$ cat config.mk
export PLATFORM = sky130hd
export DESIGN_NAME = unit_sched
export DESIGN_NICKNAME = d
export VERILOG_FILES = /design/src/rtl/unit_sched_pkg.sv /design/src/rtl/unit_credit_cnt.sv /design/src/rtl/unit_sched.sv
export SDC_FILE = /design/constraint.sdc
export NUM_CORES = 1
export LEC_CHECK = 0
export BUFFER_PORTS_ARGS = -buffer_cell sky130_fd_sc_hd__buf_2
export CAP_MARGIN = 20
export CORE_MARGIN = 2
export CORE_UTILIZATION = 30
export CTS_CLUSTER_DIAMETER = 120
export DETAILED_ROUTE_END_ITERATION = 7
export PLACE_DENSITY_LB_ADDON = 0.08
export SETUP_SLACK_MARGIN = 0.4
export SLEW_MARGIN = 20
export SYNTH_ARGS = -nofsm -noshare
export SYNTH_HDL_FRONTEND = slang
export SYNTH_SLANG_ARGS = --single-unit
$ cat constraint.sdc
create_clock -name CLK -period 1.6 [get_ports CLK]
set_input_delay 0.16 -clock CLK [delete_from_list [all_inputs] [get_ports CLK]]
set_output_delay 0.16 -clock CLK [all_outputs]
set_load 0.05 [all_outputs]
$ cat src/rtl/unit_sched_pkg.sv
// Shared definitions for the unit scheduler: FSM encoding, the index-width
// macro used on the port lists, and a counter-width helper.
`ifndef UNIT_SCHED_PKG_MSB_DEFINED
`define UNIT_SCHED_PKG_MSB_DEFINED
// Bit index of the most significant set bit of x (0 for x <= 1).
`define MSB(x) (((x) <= 1) ? 0 : ($clog2((x) + 1) - 1))
`endif

package unit_sched_pkg;

   typedef enum logic [1:0] {
      ST_IDLE   = 2'd0,
      ST_SEARCH = 2'd1,
      ST_GRANT  = 2'd2
   } sched_state_e;

   function automatic int cnt_width(input int max_val);
      return (max_val < 1) ? 1 : $clog2(max_val + 1);
   endfunction

endpackage

$ cat src/rtl/unit_credit_cnt.sv
// Saturating per-unit in-flight counter; flags an increment at the ceiling or
// a decrement at zero and leaves the count untouched in that case.
module unit_credit_cnt #(
   parameter int MAX_CNT = 2,
   parameter int CW      = 2
) (
   input  logic          i_clk,
   input  logic          i_srst,
   input  logic          i_inc,
   input  logic          i_dec,
   output logic [CW-1:0] o_count,
   output logic          o_err
);

   logic [CW-1:0] r_count;
   logic          w_at_max;
   logic          w_at_zero;

   assign w_at_max  = (r_count == CW'(MAX_CNT));
   assign w_at_zero = (r_count == '0);

   // Simultaneous inc and dec cancel out and are never an error.
   always_ff @(posedge i_clk) begin
      if (i_srst) begin
         r_count <= '0;
      end else if (i_inc && !i_dec && !w_at_max) begin
         r_count <= r_count + CW'(1);
      end else if (i_dec && !i_inc && !w_at_zero) begin
         r_count <= r_count - CW'(1);
      end
   end

   assign o_count = r_count;
   assign o_err   = (i_dec && !i_inc && w_at_zero) || (i_inc && !i_dec && w_at_max);

endmodule

$ cat src/rtl/unit_sched.sv
// Round-robin scheduler handing one candidate packet at a time to a compute
// unit, while tracking per-unit in-flight credits returned by results.
module unit_sched
   import unit_sched_pkg::*;
#(
   parameter int N_UNITS         = 1,
   parameter int MAX_OUTSTANDING = 2
) (
   input  logic                                       CLK,
   input  logic                                       RST,
   input  logic                                       req,
   input  logic [N_UNITS-1:0]                         unit_ready,
   input  logic [N_UNITS-1:0]                         unit_tx_mask,
   output logic                                       grant,
   output logic [`MSB(N_UNITS-1):0]                   grant_unit,
   input  logic                                       tx_done,
   input  logic                                       rx_valid,
   input  logic [`MSB(N_UNITS-1):0]                   rx_unit,
   output logic [`MSB(N_UNITS*MAX_OUTSTANDING):0]     total_outstanding,
   output logic                                       idle,
   output logic                                       err
);

   localparam int UW = `MSB(N_UNITS-1) + 1;
   localparam int TW = `MSB(N_UNITS*MAX_OUTSTANDING) + 1;
   localparam int CW = cnt_width(MAX_OUTSTANDING);

   sched_state_e     r_state, w_state_next;
   logic [UW-1:0]    r_ptr, w_ptr_next;
   logic [UW-1:0]    r_grant_unit, w_grant_unit_next;
   logic [N_UNITS-1:0] r_ready, r_mask;
   logic [TW-1:0]    r_total, w_total_next;
   logic             r_idle;
   logic             r_err, w_err_next;

   logic [CW-1:0]    w_cnt [N_UNITS];
   logic [N_UNITS-1:0] w_inc, w_dec, w_cnt_err, w_up, w_dn, w_elig;
   logic             w_tx_fire;
   logic             w_rx_bad;
   logic             w_elig_ptr;

   function automatic logic [UW-1:0] ptr_wrap(input logic [UW-1:0] p);
      return (p == UW'(N_UNITS - 1)) ? '0 : p + UW'(1);
   endfunction

   assign w_tx_fire = tx_done && (r_state == ST_GRANT);
   assign w_rx_bad  = rx_valid && (32'(rx_unit) >= N_UNITS);

   genvar gi;
   generate
      for (gi = 0; gi < N_UNITS; gi++) begin : g_unit
         assign w_inc[gi] = w_tx_fire && (r_grant_unit == UW'(gi));
         assign w_dec[gi] = rx_valid && (rx_unit == UW'(gi));

         unit_credit_cnt #(
            .MAX_CNT (MAX_OUTSTANDING),
            .CW      (CW)
         ) u_cnt (
            .i_clk   (CLK),
            .i_srst  (RST),
            .i_inc   (w_inc[gi]),
            .i_dec   (w_dec[gi]),
            .o_count (w_cnt[gi]),
            .o_err   (w_cnt_err[gi])
         );

         assign w_elig[gi] = r_ready[gi] && !r_mask[gi] && (w_cnt[gi] < CW'(MAX_OUTSTANDING));
         // Net movement per unit, mirrored into the running total.
         assign w_up[gi]   = w_inc[gi] && !w_dec[gi] && !w_cnt_err[gi];
         assign w_dn[gi]   = w_dec[gi] && !w_inc[gi] && !w_cnt_err[gi];
      end
   endgenerate

   always_comb begin
      w_elig_ptr = 1'b0;
      for (int u = 0; u < N_UNITS; u++) begin
         if (r_ptr == UW'(u)) w_elig_ptr = w_elig[u];
      end
   end

   always_comb begin
      w_state_next      = r_state;
      w_ptr_next        = r_ptr;
      w_grant_unit_next = r_grant_unit;
      case (r_state)
         ST_IDLE: begin
            if (req) w_state_next = ST_SEARCH;
         end
         ST_SEARCH: begin
            if (!req) begin
               w_state_next = ST_IDLE;
            end else if (w_elig_ptr) begin
               w_grant_unit_next = r_ptr;
               w_state_next      = ST_GRANT;
            end else begin
               w_ptr_next = ptr_wrap(r_ptr);
            end
         end
         ST_GRANT: begin
            if (tx_done) begin
               w_ptr_next   = ptr_wrap(r_grant_unit);
               w_state_next = ST_IDLE;
            end
         end
         default: w_state_next = ST_IDLE;
      endcase
   end

   always_comb begin
      w_total_next = r_total;
      if ((|w_up) && !(|w_dn)) begin
         w_total_next = r_total + TW'(1);
      end else if ((|w_dn) && !(|w_up)) begin
         w_total_next = r_total - TW'(1);
      end
      w_err_next = r_err || (tx_done && (r_state != ST_GRANT)) || w_rx_bad || (|w_cnt_err);
   end

   always_ff @(posedge CLK) begin
      if (RST) begin
         r_state      <= ST_IDLE;
         r_ptr        <= '0;
         r_grant_unit <= '0;
         r_ready      <= '0;
         r_mask       <= '0;
         r_total      <= '0;
         r_idle       <= 1'b1;
         r_err        <= 1'b0;
      end else begin
         r_state      <= w_state_next;
         r_ptr        <= w_ptr_next;
         r_grant_unit <= w_grant_unit_next;
         r_ready      <= unit_ready;
         r_mask       <= unit_tx_mask;
         r_total      <= w_total_next;
         r_idle       <= (w_state_next == ST_IDLE) && (w_total_next == '0);
         r_err        <= w_err_next;
      end
   end

   assign grant             = (r_state == ST_GRANT);
   assign grant_unit        = r_grant_unit;
   assign total_outstanding = r_total;
   assign idle              = r_idle;
   assign err               = r_err;

endmodule

## Yosys cells after proc, flatten, opt, wreduce, memory -nomap -nowiden

Index checks and enable logic that the tools add are counted.

| storage, ports and cells | value |
|---|---|
| bits in registers | 12 |
| input bits | 8 |
| word-level logic and storage cells | 80 |

| cells by class | value |
|---|---|
| $add $sub $neg | 6 |
| order comparisons | 2 |
| eq/ne operators | 7 |
| mux-type cells | 16 |
| bitwise gates (word level) | 2 |
| reduce and logical (&&, ||, !) cells | 38 |

Operators with widths:

| cell | count |
|---|---|
| $logic_and 1x1->1 | 18 |
| $mux 2 | 8 |
| $logic_not 1->1 | 8 |
| $logic_not 2->1 | 4 |
| $mux 1 | 6 |
| $ne 2x2->1 const B | 3 |
| $pmux 2 s3 | 1 |
| $add 2x1->2 const B | 2 |
| $eq 2x2->1 const B | 2 |
| $logic_or 1x1->1 | 4 |
| $reduce_and 4->1 | 1 |
| $reduce_bool 2->1 | 2 |
| $sub 2x1->2 const B | 2 |
| $reduce_and 3->1 | 1 |
| $add 1x1->1 const B | 2 |
| $eq 2x1->1 const B | 1 |
| $lt 2x2->1 const B | 1 |
| $ne 2x1->1 const B | 1 |
| $not 1->1 | 2 |
| $pmux 1 s2 | 1 |
| $ge 1x1->1 const B | 1 |

## Logic depth before layout (Yosys ltp)

Gate-level depths: netlist of the first run.

| depth | value |
|---|---|
| word-level depth | 15 |
| mapped depth | 5 |
| gate-level depth less buffers | 4 |

## Hierarchy

Synthesis of the first run repeated with hierarchy kept, for this count alone.

| second synthesis, totals | value |
|---|---|
| cells, all modules | 63 |
| area, all modules | 546.8 um2 |

Modules (own cells, without submodules):

| module | instances | cells each | area an instance (um2) | seq. area each (um2) |
|---|---|---|---|---|
| unit_sched | 1 | 46 | 414.1 | 160.2 |
| unit_credit_cnt | 1 | 17 | 132.6 | 40.0 |

## Worst setup path before layout of the first run

OpenSTA, ideal clock, no wires.

| timing | value |
|---|---|
| kind | reg2reg |
| start | register r_total[0] (netlist: total_outstanding[0]) |
| end | register r_total[1] (netlist: total_outstanding[1]) |
| arrival time | 1.396 ns |
| setup slack | 0.072 ns |
| stages on the path, launching flop included | 5 |
| path through | dfxtp_1 -> nand2_1 -> a211oi_1 -> o21ai_0 -> nor3b_1 |

| on the way | value |
|---|---|
| word-level cells in the longest chain between the ends | 3 |
| elaborated cells on any way between the ends | 4 |
| classes of those cells | add/sub: 2; mux: 2 |

Ends and longest elaborated chain:

| what | line | text |
|---|---|---|
| start, declared | unit_sched.sv:32 | `logic [TW-1:0] r_total, w_total_next;` |
| start signal, assigned | unit_sched.sv:135 | `r_total <= w_total_next;` |
| $sub 2x1->2 | unit_sched.sv:114 | `w_total_next = r_total - TW'(1);` |
| $mux 2 | unit_sched.sv:113 | `end else if ((\|w_dn) && !(\|w_up)) begin` |
| $mux 2 * | unit_sched.sv:111 | `if ((\|w_up) && !(\|w_dn)) begin` |

Every way passes the cells marked *; elsewhere a longest branch is shown, timed or not.
A chain may end at the register's enable or synchronous reset.

## Final worst setup path of the first run

| timing | value |
|---|---|
| start | register r_state[0] |
| end | register r_idle (netlist: idle) |

| on the way | value |
|---|---|
| word-level cells in the longest chain between the ends | 15 |
| elaborated cells on any way between the ends | 28 |
| classes of those cells | eq/ne: 2; mux: 7; reduce/logical: 19 |

Ends and longest elaborated chain:

| what | line | text |
|---|---|---|
| start, declared | unit_sched.sv:28 | `sched_state_e r_state, w_state_next;` |
| start signal, assigned | unit_sched.sv:130 | `r_state <= w_state_next;` |
| $eq 2x2->1 | unit_sched.sv:46, unit_sched.sv:85 |  |
| $logic_and 1x1->1 | unit_sched.sv:46 | `assign w_tx_fire = tx_done && (r_state == ST_GRANT);` |
| $logic_and 1x1->1 | unit_sched.sv:52 | `assign w_inc[gi] = w_tx_fire && (r_grant_unit == UW'(gi));` |
| $logic_not 1->1 | unit_credit_cnt.sv:34, unit_sched.sv:70 |  |
| $logic_and 1x1->1 | unit_credit_cnt.sv:34, unit_sched.sv:70 |  |
| $logic_and 1x1->1 | unit_credit_cnt.sv:34 | `assign o_err = (i_dec && !i_inc && w_at_zero) \|\| (i_inc && !i_dec && w_at_max);` |
| $logic_or 1x1->1 | unit_credit_cnt.sv:34 |  |
| $logic_not 1->1 | unit_sched.sv:69, unit_sched.sv:70 |  |
| $logic_and 1x1->1 | unit_sched.sv:69 | `assign w_up[gi] = w_inc[gi] && !w_dec[gi] && !w_cnt_err[gi];` |
| $logic_not 1->1 | unit_sched.sv:113 |  |
| $logic_and 1x1->1 | unit_sched.sv:113 |  |
| $mux 2 | unit_sched.sv:113 |  |
| $mux 2 | unit_sched.sv:111 |  |
| $logic_not 2->1 | unit_sched.sv:136 | `r_idle <= (w_state_next == ST_IDLE) && (w_total_next == '0);` |
| $logic_and 1x1->1 * | unit_sched.sv:136 |  |
| end signal, assigned | unit_sched.sv:136 |  |
| end, declared | unit_sched.sv:33 | `logic r_idle;` |

Marks and branches as above.

==> run metrics, run 1 <==
min-delay worst type input port to flip-flop; Crit Path Category flip-flop to flip-flop; ANT cells 0; CTS tree built; WL/cell approximately 12 microns; Die Y 47.5 microns; worst skew pair latency 270 ps; largest net degree at the start of global routing 11; yosys warns 0; max-slew violations 0; Final Util 0.457; gr usage total 0.144; Cell Area, Placed between 600 and 700 sq um; synthesized area around 570 sq um; cell depth of the worst setup path 4; Worst Reg2Reg Path Length in Cells 4; RSZ-0062 raised after global routing yes; Horiz. Die Dim approximately 48 microns; xor and xnor area share after synthesis 0.0154; adder-cell share of the synthesized area 0; main combinational cell family by area after synthesis simple AND/OR/NAND/NOR gates; Syn-to-layout area delta 40.5%; hold depth 2; cell total after placement 106; Layout Skew between 4 and 5 ps; syn nets 78; post-synthesis mux area share 0; Die ar. around 2300 sq um; reg-to-reg critical path startpoint r_state[0]; #FFs+latches synth 10; Core Region about 1700 sq um; Crit Reg-Reg Endpoint idle; most frequent cells in the layout 11 x buf_2, 6 x buf_4, 5 x dfxtp_1, 5 x dfxtp_2, 4 x nor2b_1; Buf/Inv on CP 0; cells after synthesis 70; CP top delay family simple AND/OR/NAND/NOR gates; clock buffer count from CTS 3; Peak supply drop between 0.5 and 0.6 mV; met3 wire length between 60 and 70 microns; final worst-path cycle share 0.907; slowest CP cell or3_1; M1 WL 605 microns; vias in the first global route about 500; 1st-pass router iterations 4; Final Setup Violations 0; crit path cell chain and3b_2, nor3_2, or3_1, a221o_1; fill count 197; gpl congestion approximately 0.68; total congestion overflow 0; initial antenna violation count 0; CP arrival approximately 1600 ps; CP Max Fanout 4; Top Layer Used met4; Initial Util 0.325; Pleak just over 0.3 nW; Pwr Density 703 nW/um^2; ys async rst share 0; Setup WS pre-CTS 52.2 ps; Post-DRT Antenna Nets 0; Critical Path Start r_state[0]; HP Start unit_tx_mask; status finished, final reports clean; Max clock buf depth 2; initial DRC count 4; vias around 540; first-pass GRT wire length 2190 microns; clock sink count 10; Final nets between 90 and 100; kind of end point of the critical path flip-flop; Simple-Gate Fraction of Synth Area 0.370; post-route insts no fill between 100 and 150; Synth Area in Compound Gates 0.176; Ports 14; root buffer cell clkbuf_4; Hold Slack 94.0 ps; worst path required time approximately 1800 ps; # port buffers 12; share of post-route cells with drive strength above 1 0.437; Hold EP r_mask; Netlist cell types 31; Hold Fails Final Rpt 0; post-route cell area 798 sq um; Vias/cell ~4.8; most common cell after layout, fill and taps aside buf_2; post-synthesis average cell area just over 8 sq um; setup slack after layout 150 ps; fmax a little under 0.7 GHz; Residual DRC 0; dpl hpwl roughly 900 microns; Setup TNS Final 0 ps; Power, Total around 560 uW; Worst path max stage delay between 300 and 400 ps; Seq/Total Area, Yosys 0.352; Startpoint Class flip-flop; hold_buf cts 0; Rows 15; Tmin final approximately 1500 ps; H-tree depth 1; wirelength, routed about 1300 microns; Max-Cap Viols 0; DR WL met2 about 630 microns; R2R setup slack roughly 150 ps; Post-synth top flop dfxtp_1; EDFF count, synth 0; clk slew on worst S/H paths around 70 ps
==> kinds of logic after synthesis <==
group	count (synthesis)
and+or+nand+nor	35
AOI/OAI and AO/OA	14
DFF	10
buffers and inverters	9
xor gates and xnor gates	1
other	1
==> registers in the layout, indices dropped and copies added (netlist names) <==
signal	cells
g_unit.u_cnt.o_count	2
total_outstanding	2
err	1
r_state	2
r_ready	1
idle	1
r_mask	1
==> worst max-delay path by stage <==
stage	slack [ps]	endpoint
3_3_place_gp	60	idle
2_1_floorplan	160	idle
3_5_place_dp	50	idle
4_1_cts	140	idle
5_1_grt	100	idle
6_report	150	idle
==> cell usage after synthesis, drive strengths merged, types with 2 or more instances <==
library cell,instances,share of area
a2111oi,2,0.031
a21oi,4,0.035
buf,3,0.040
clkbuf,3,0.020
dfxtp,10,0.35
inv,3,0.020
nand2,3,0.020
nand2b,3,0.033
nand3b,3,0.040
nor2,4,0.026
nor2b,4,0.044
nor3,6,0.053
nor3b,3,0.040
o21ai,2,0.018
==> layout make-up <==
cell class	instances	area (sq um)	area share
inverters	3	11.3	0.0141
repair buffers	19	123	0.154
well taps	25	31.3	0.0392
flip-flops and latches	10	206	0.259
clock buffers	4	36.3	0.0455
multi-input cells	51	390	0.489
==> routing by layer <==
layer | GRT usage | vias to the layer above
li1 | - | 282
met1 | 0.159 | 247
met2 | 0.227 | 11
met3 | 0.0566 | 2
met4 | 0.100 | 0
met5 | 0 | -
==> report_power, final <==
part           internal (mW)  switching (mW)
logic                 0.0277          0.0437
clock network          0.138          0.0906
registers              0.257         0.00361
==> what timing repair did <==
| action | CTS | global route |
|---|---|---|
| buffers inserted | 0 | 2 |
| gates cloned | 0 | 0 |
| pin swaps | 2 | 9 |
| endpoints found under the setup margin | 6 | 8 |
| resized for setup | 5 | 13 |
==> worst register-to-register path: stages, from the launching register on <==
cell	delay, ps
dfxtp_2	320
and3b_2	320
nor3_2	70
or3_1	340
a221o_1	290
(Power assumes the default switching activity.)
==> inputs of run 2 (changes only) <==
- CELL_PAD_IN_SITES_DETAIL_PLACEMENT: default -> 0
- CELL_PAD_IN_SITES_GLOBAL_PLACEMENT: default -> 1
- GPL_TIMING_DRIVEN: default -> 0
- SYNTH_HIERARCHICAL: default -> 1
==> run metrics, run 2 <==
clock buffer count from CTS 3 (unchanged); share of post-route cells with drive strength above 1 0.511 (was 0.437); most numerous cell in the Yosys netlist dfxtp_1 (unchanged); Final nets 97 (was 96); Area contributors post-synth dfxtp_1 37%, a21oi_1 5.5%, a211oi_1 5.5% (was dfxtp_1 35%, nor3_1 5.3%, nor2b_1 4.4%); Core Region 1730 sq um (was 1750 sq um); worst path required time 1800 ps (was 1760 ps); yosys warns 6 (was 0); dpl hpwl 883 microns (was 903 microns); Netlist cell types 32 (was 31); fmax 0.662 GHz (was 0.689 GHz); wirelength, routed 1260 microns (was 1310 microns); cells after synthesis 63 (was 70); Startpoint Class flip-flop (unchanged); gpl congestion 0.639 (was 0.681); share of the synthesized area in the top cell type 0.366 (was 0.352); slowest CP cell dfxtp_4 (was or3_1); #FFs+latches synth 10 (unchanged); Pwr Density 764 nW/um^2 (was 703 nW/um^2); Hold Slack 85.3 ps (was 94.0 ps); CP Max Fanout 6 (was 4); Rows 15 (unchanged); Vias/cell 4.70 (was 4.84); 1st-pass router iterations 2 (was 4); Max clock buf depth 2 (unchanged); worst skew pair latency 260 ps (was 270 ps); met3 Use GR 0.0706 (was 0.0566); initial antenna violation count 0 (unchanged); H-tree depth 1 (unchanged); first-pass GRT wire length 2060 microns (was 2190 microns); Post-synth top cells 10 x dfxtp_1, 6 x a21oi_1, 5 x nand2_1 (was 10 x dfxtp_1, 6 x nor3_1, 4 x a21oi_1, 4 x nor2_1, 4 x nor2b_1); Buf/Inv on CP 1 (was 0); final worst-path cycle share 0.945 (was 0.907); Initial Util 0.317 (was 0.325); area of the multi-input gates 382 sq um (was 390 sq um); EDFF count, synth 0 (unchanged); total congestion overflow 0 (unchanged); hold depth 2 (unchanged); CP top delay family simple AND/OR/NAND/NOR gates (unchanged); Worst path max stage delay 370 ps (was 340 ps); vias in the first global route 502 (was 504); Post-synth top flop dfxtp_1 (unchanged); initial DRC count 2 (was 4); Max-Cap Viols 0 (unchanged); Post-DRT Antenna Nets 0 (unchanged); fill count 177 (was 197); Crit Path Category flip-flop to flip-flop (unchanged); Tmin final 1510 ps (was 1450 ps); Residual DRC 0 (unchanged); Die Y 46.7 microns (was 47.5 microns); root buffer cell clkbuf_4 (unchanged); RSZ-0062 raised after global routing yes (unchanged); # port buffers 12 (unchanged); syn nets 71 (was 78); Register Area 208 sq um (was 206 sq um); CTS tree built (unchanged); clock sink count 10 (unchanged); setup slack after layout 88.7 ps (was 150 ps); vias 531 (was 542); largest net degree at the start of global routing 10 (was 11); most common cell after layout, fill and taps aside buf_2 (unchanged); Syn-to-layout area delta 52.2% (was 40.5%); gr usage total 0.138 (was 0.144); Worst Reg2Reg Path Length in Cells 8 (was 4); most frequent cells in the layout 10 x buf_2, 9 x buf_4, 6 x dfxtp_1 (was 11 x buf_2, 6 x buf_4, 5 x dfxtp_1, 5 x dfxtp_2, 4 x nor2b_1); Final Setup Violations 0 (unchanged); Cell Area, Placed 662 sq um (was 686 sq um); Pleak 0.355 nW (was 0.303 nW); clk slew on worst S/H paths 70 ps (about the same); Peak supply drop 0.453 mV (was 0.505 mV); max-slew violations 0 (unchanged); ANT cells 0 (unchanged); Ports 14 (unchanged); CP arrival 1710 ps (was 1610 ps); post-route cell area 832 sq um (was 798 sq um); min-delay worst type input port to flip-flop (unchanged); Hold Fails Final Rpt 0 (unchanged); Horiz. Die Dim 46.7 microns (was 47.5 microns); post-synthesis average cell area 8.68 sq um (was 8.11 sq um); ys async rst share 0 (unchanged); Layout Skew 3.66 ps (was 4.68 ps); WL/cell 11.2 microns (was 11.7 microns); kind of end point of the critical path flip-flop (unchanged); Setup WS pre-CTS -114 ps (was 52.2 ps); status finished, final reports clean (unchanged); cell depth of the worst setup path 8 (was 4); Final Util 0.482 (was 0.457); Seq/Total Area, Yosys 0.366 (was 0.352); Die ar. 2180 sq um (was 2260 sq um); busiest grt layer met2 (unchanged); met1 Track Usage GR 0.157 (was 0.159); crit path cell chain nand3b_4, clkinv_4, nand3b_1, a21oi_4, nor4b_4, nand2_1, a21o_1, a21oi_1 (was and3b_2, nor3_2, or3_1, a221o_1); M2 GR Usage 0.228 (was 0.227); area leader, netlist dfxtp_1 (unchanged); synthesized area 547 sq um (was 568 sq um); Power, Total 636 uW (was 561 uW)
-- run 2: path summary, 6_finish.rpt --
check	startpoint	to	slack (ps)
max	r_state[1]	total_outstanding[1]	90
min	RST	g_unit[0].u_cnt/o_count[1]	90
max reg2reg	r_state[1]	total_outstanding[1]	90
min reg2reg	r_state[1]	r_state[0]	500
-- run 2: cells by family (layout without fill, tap and decap cells) --
| logic type | after synthesis | in the layout | share of synthesized area |
|---|---|---|---|
| compound gates | 18 | 18 | 0.233 |
| other cells | 1 | 1 | 0.00686 |
| buf+inv | 6 | 31 | 0.0503 |
| xor+xnor | 1 | 1 | 0.0160 |
| simple gates | 26 | 26 | 0.309 |
| mux | 1 | 1 | 0.0183 |
| flops | 10 | 10 | 0.366 |
-- run 2: layer usage --
metal	routed length, microns	share of wire	vias to the layer above
met3	56	0.044	0
met1	600	0.47	241
met5	0	0	-
met2	606	0.48	10
met4	0	0	0
li1	-	-	280
-- run 2: area by class of cell --
cell class / count / share of cell area
Multi-Input combinational cell: 47 / 0.459
Sequential cell: 10 / 0.250
Timing Repair Buffer: 21 / 0.173
Clock buffer: 4 / 0.0436
Tap cell: 25 / 0.0376
Inverter: 4 / 0.0241
Buffer: 2 / 0.0135
-- run 2: report_power, final --
part / switching (mW) / internal [mW]
clock: 0.0914 / 0.138
sequential: 0.0110 / 0.261
combinational: 0.0775 / 0.0564
-- run 2: what timing repair did --
item / CTS / global route
setup buffers: 6 / 3
resized for setup: 7 / 12
gates cloned: 0 / 0
setup endpoints to repair: 7 / 9
endpoints found under the hold margin: 0 / 0
pin swaps: 4 / 4
hold buffers: 0 / 0
-- run 2: through the flow --
step                setup TNS [ps]  cells
finish                           0    113
global route                 -8.24    113
CTS                              0    110
detailed placement            -179    100
global placement              -116    100
floorplan                        0     63
==> inputs of run 3 (changes only) <==
- CORE_UTILIZATION: 30 -> 32
==> run metrics, run 3 (synthesis results as in run 2) <==
status finished, final reports clean (unchanged); clock sink count 10 (unchanged); Max clock buf depth 2 (unchanged); Layout Skew 3.89 ps (was 3.66 ps); ANT cells 0 (unchanged); min-delay worst type input port to flip-flop (unchanged); clock buffer count from CTS 3 (unchanged); Cell Area, Placed 651 sq um (was 662 sq um); fill count 143 (was 177); Vias/cell 5.18 (was 4.70); fmax 0.640 GHz (was 0.662 GHz); post-route cell area 857 sq um (was 832 sq um); first-pass GRT wire length 2140 microns (was 2060 microns); crit path cell chain nand3b_4, clkinv_4, nor2_2, nand2_2, a21oi_4, buf_4, nor3_2, a211o_1, a2bb2oi_2 (was nand3b_4, clkinv_4, nand3b_1, a21oi_4, nor4b_4, nand2_1, a21o_1, a21oi_1); RSZ-0062 raised after global routing yes (unchanged); total congestion overflow 0 (unchanged); worst path required time 1800 ps (about the same); Initial Util 0.351 (was 0.317); Hold Fails Final Rpt 0 (unchanged); CTS tree built (unchanged); largest net degree at the start of global routing 10 (unchanged); Die ar. 2060 sq um (was 2180 sq um); Worst path max stage delay 330 ps (was 370 ps); WL/cell 11.5 microns (was 11.2 microns); CP top delay family compound AO/OA/AOI/OAI gates (was simple AND/OR/NAND/NOR gates); Max-Cap Viols 0 (unchanged); CP Max Fanout 5 (was 6); initial antenna violation count 0 (unchanged); max-slew violations 0 (unchanged); H-tree depth 1 (unchanged); Die Y 45.3 microns (was 46.7 microns); setup slack after layout 38.6 ps (was 88.7 ps); vias 554 (was 531); Pleak 0.370 nW (was 0.355 nW); Residual DRC 0 (unchanged); Core Region 1560 sq um (was 1730 sq um); Buf/Inv on CP 2 (was 1); dpl hpwl 830 microns (was 883 microns); initial DRC count 8 (was 2); Horiz. Die Dim 45.3 microns (was 46.7 microns); Rows 14 (was 15); share of post-route cells with drive strength above 1 0.516 (was 0.511); Peak supply drop 0.448 mV (was 0.453 mV); gr usage total 0.148 (was 0.138); Setup WS pre-CTS -97.5 ps (was -114 ps); Ports 14 (unchanged); Post-DRT Antenna Nets 0 (unchanged); root buffer cell clkbuf_4 (unchanged); Tmin final 1560 ps (was 1510 ps); slowest CP cell dfxtp_2 (was dfxtp_4); post-route insts no fill 107 (was 113); Crit Path Category flip-flop to flip-flop (unchanged); final worst-path cycle share 0.976 (was 0.945); cell total after placement 91 (was 100); hold_buf cts 0 (unchanged); area of the multi-input gates 385 sq um (was 382 sq um); 1st-pass router iterations 4 (was 2); kind of end point of the critical path flip-flop (unchanged); most frequent cells in the layout 10 x buf_4, 10 x buf_2, 7 x dfxtp_1 (was 10 x buf_2, 9 x buf_4, 6 x dfxtp_1); clk slew on worst S/H paths 70 ps (about the same); gpl congestion 0.716 (was 0.639); Final nets 100 (was 97); Pwr Density 746 nW/um^2 (was 764 nW/um^2); # port buffers 12 (unchanged); vias in the first global route 497 (was 502); Startpoint Class flip-flop (unchanged); Final Setup Violations 0 (unchanged); Register Area 206 sq um (was 208 sq um); wirelength, routed 1230 microns (was 1260 microns); CP arrival 1760 ps (was 1710 ps); Syn-to-layout area delta 56.8% (was 52.2%); R2R setup slack 40 ps (was 90 ps); worst skew pair latency 260 ps (about the same)
==> run 3: timing repair <==
action	4_1_cts	5_1_grt
buffers inserted	7	5
resized for setup	11	11
setup endpoints to repair	7	8
endpoints found under the hold margin	0	0
cloned	0	0
pin swaps	8	6
==> run 3: path summary, 6_finish.rpt <==
| kind | from | end | cells after the start |
|---|---|---|---|
| max | r_state[0] | idle | 9 |
| min reg2reg | r_state[1] | r_state[0] | 1 |
| min | RST | g_unit[0].u_cnt/o_count[0] | 2 |
| max reg2reg | r_state[0] | idle | 9 |
==> run 3: final cells by class <==
type,instances,area share
tap,16,0.0234
timing repair buffer,24,0.207
clock buffer,4,0.0423
sequential,10,0.241
buffer,2,0.0131
inverter,4,0.0234
multi-input combinational,47,0.450
==> run 3: routing by layer <==
metal  global-route usage  up-vias  part of all wire
met5                    0        -                 0
met4               0.0529        0            0.0081
met3               0.0600        2             0.055
met1                0.186      252              0.44
li1                     -      286                 -
met2                0.229       14              0.49
==> run 3: power by group <==
part / leakage [nW] / total (mW) / switching, mW / internal, mW
Combinational: 0.265 / 0.143 / 0.0800 / 0.0625
Sequential: 0.0839 / 0.272 / 0.0106 / 0.261
Clock: 0.0210 / 0.225 / 0.0868 / 0.138
Total: 0.370 / 0.639 / 0.177 / 0.462
==> run 3: stage by stage <==
step	utilization	hold WS [ps]	power, mW	setup TNS [ps]
after CTS	0.503	72.9	0.633	0
after global routing	0.550	67.6	0.681	-99.9
after floorplan	-	233	0.361	0
final	0.550	78.9	0.639	0
after global placement	0.417	363	0.391	-134
after detailed placement	0.417	361	0.391	-142
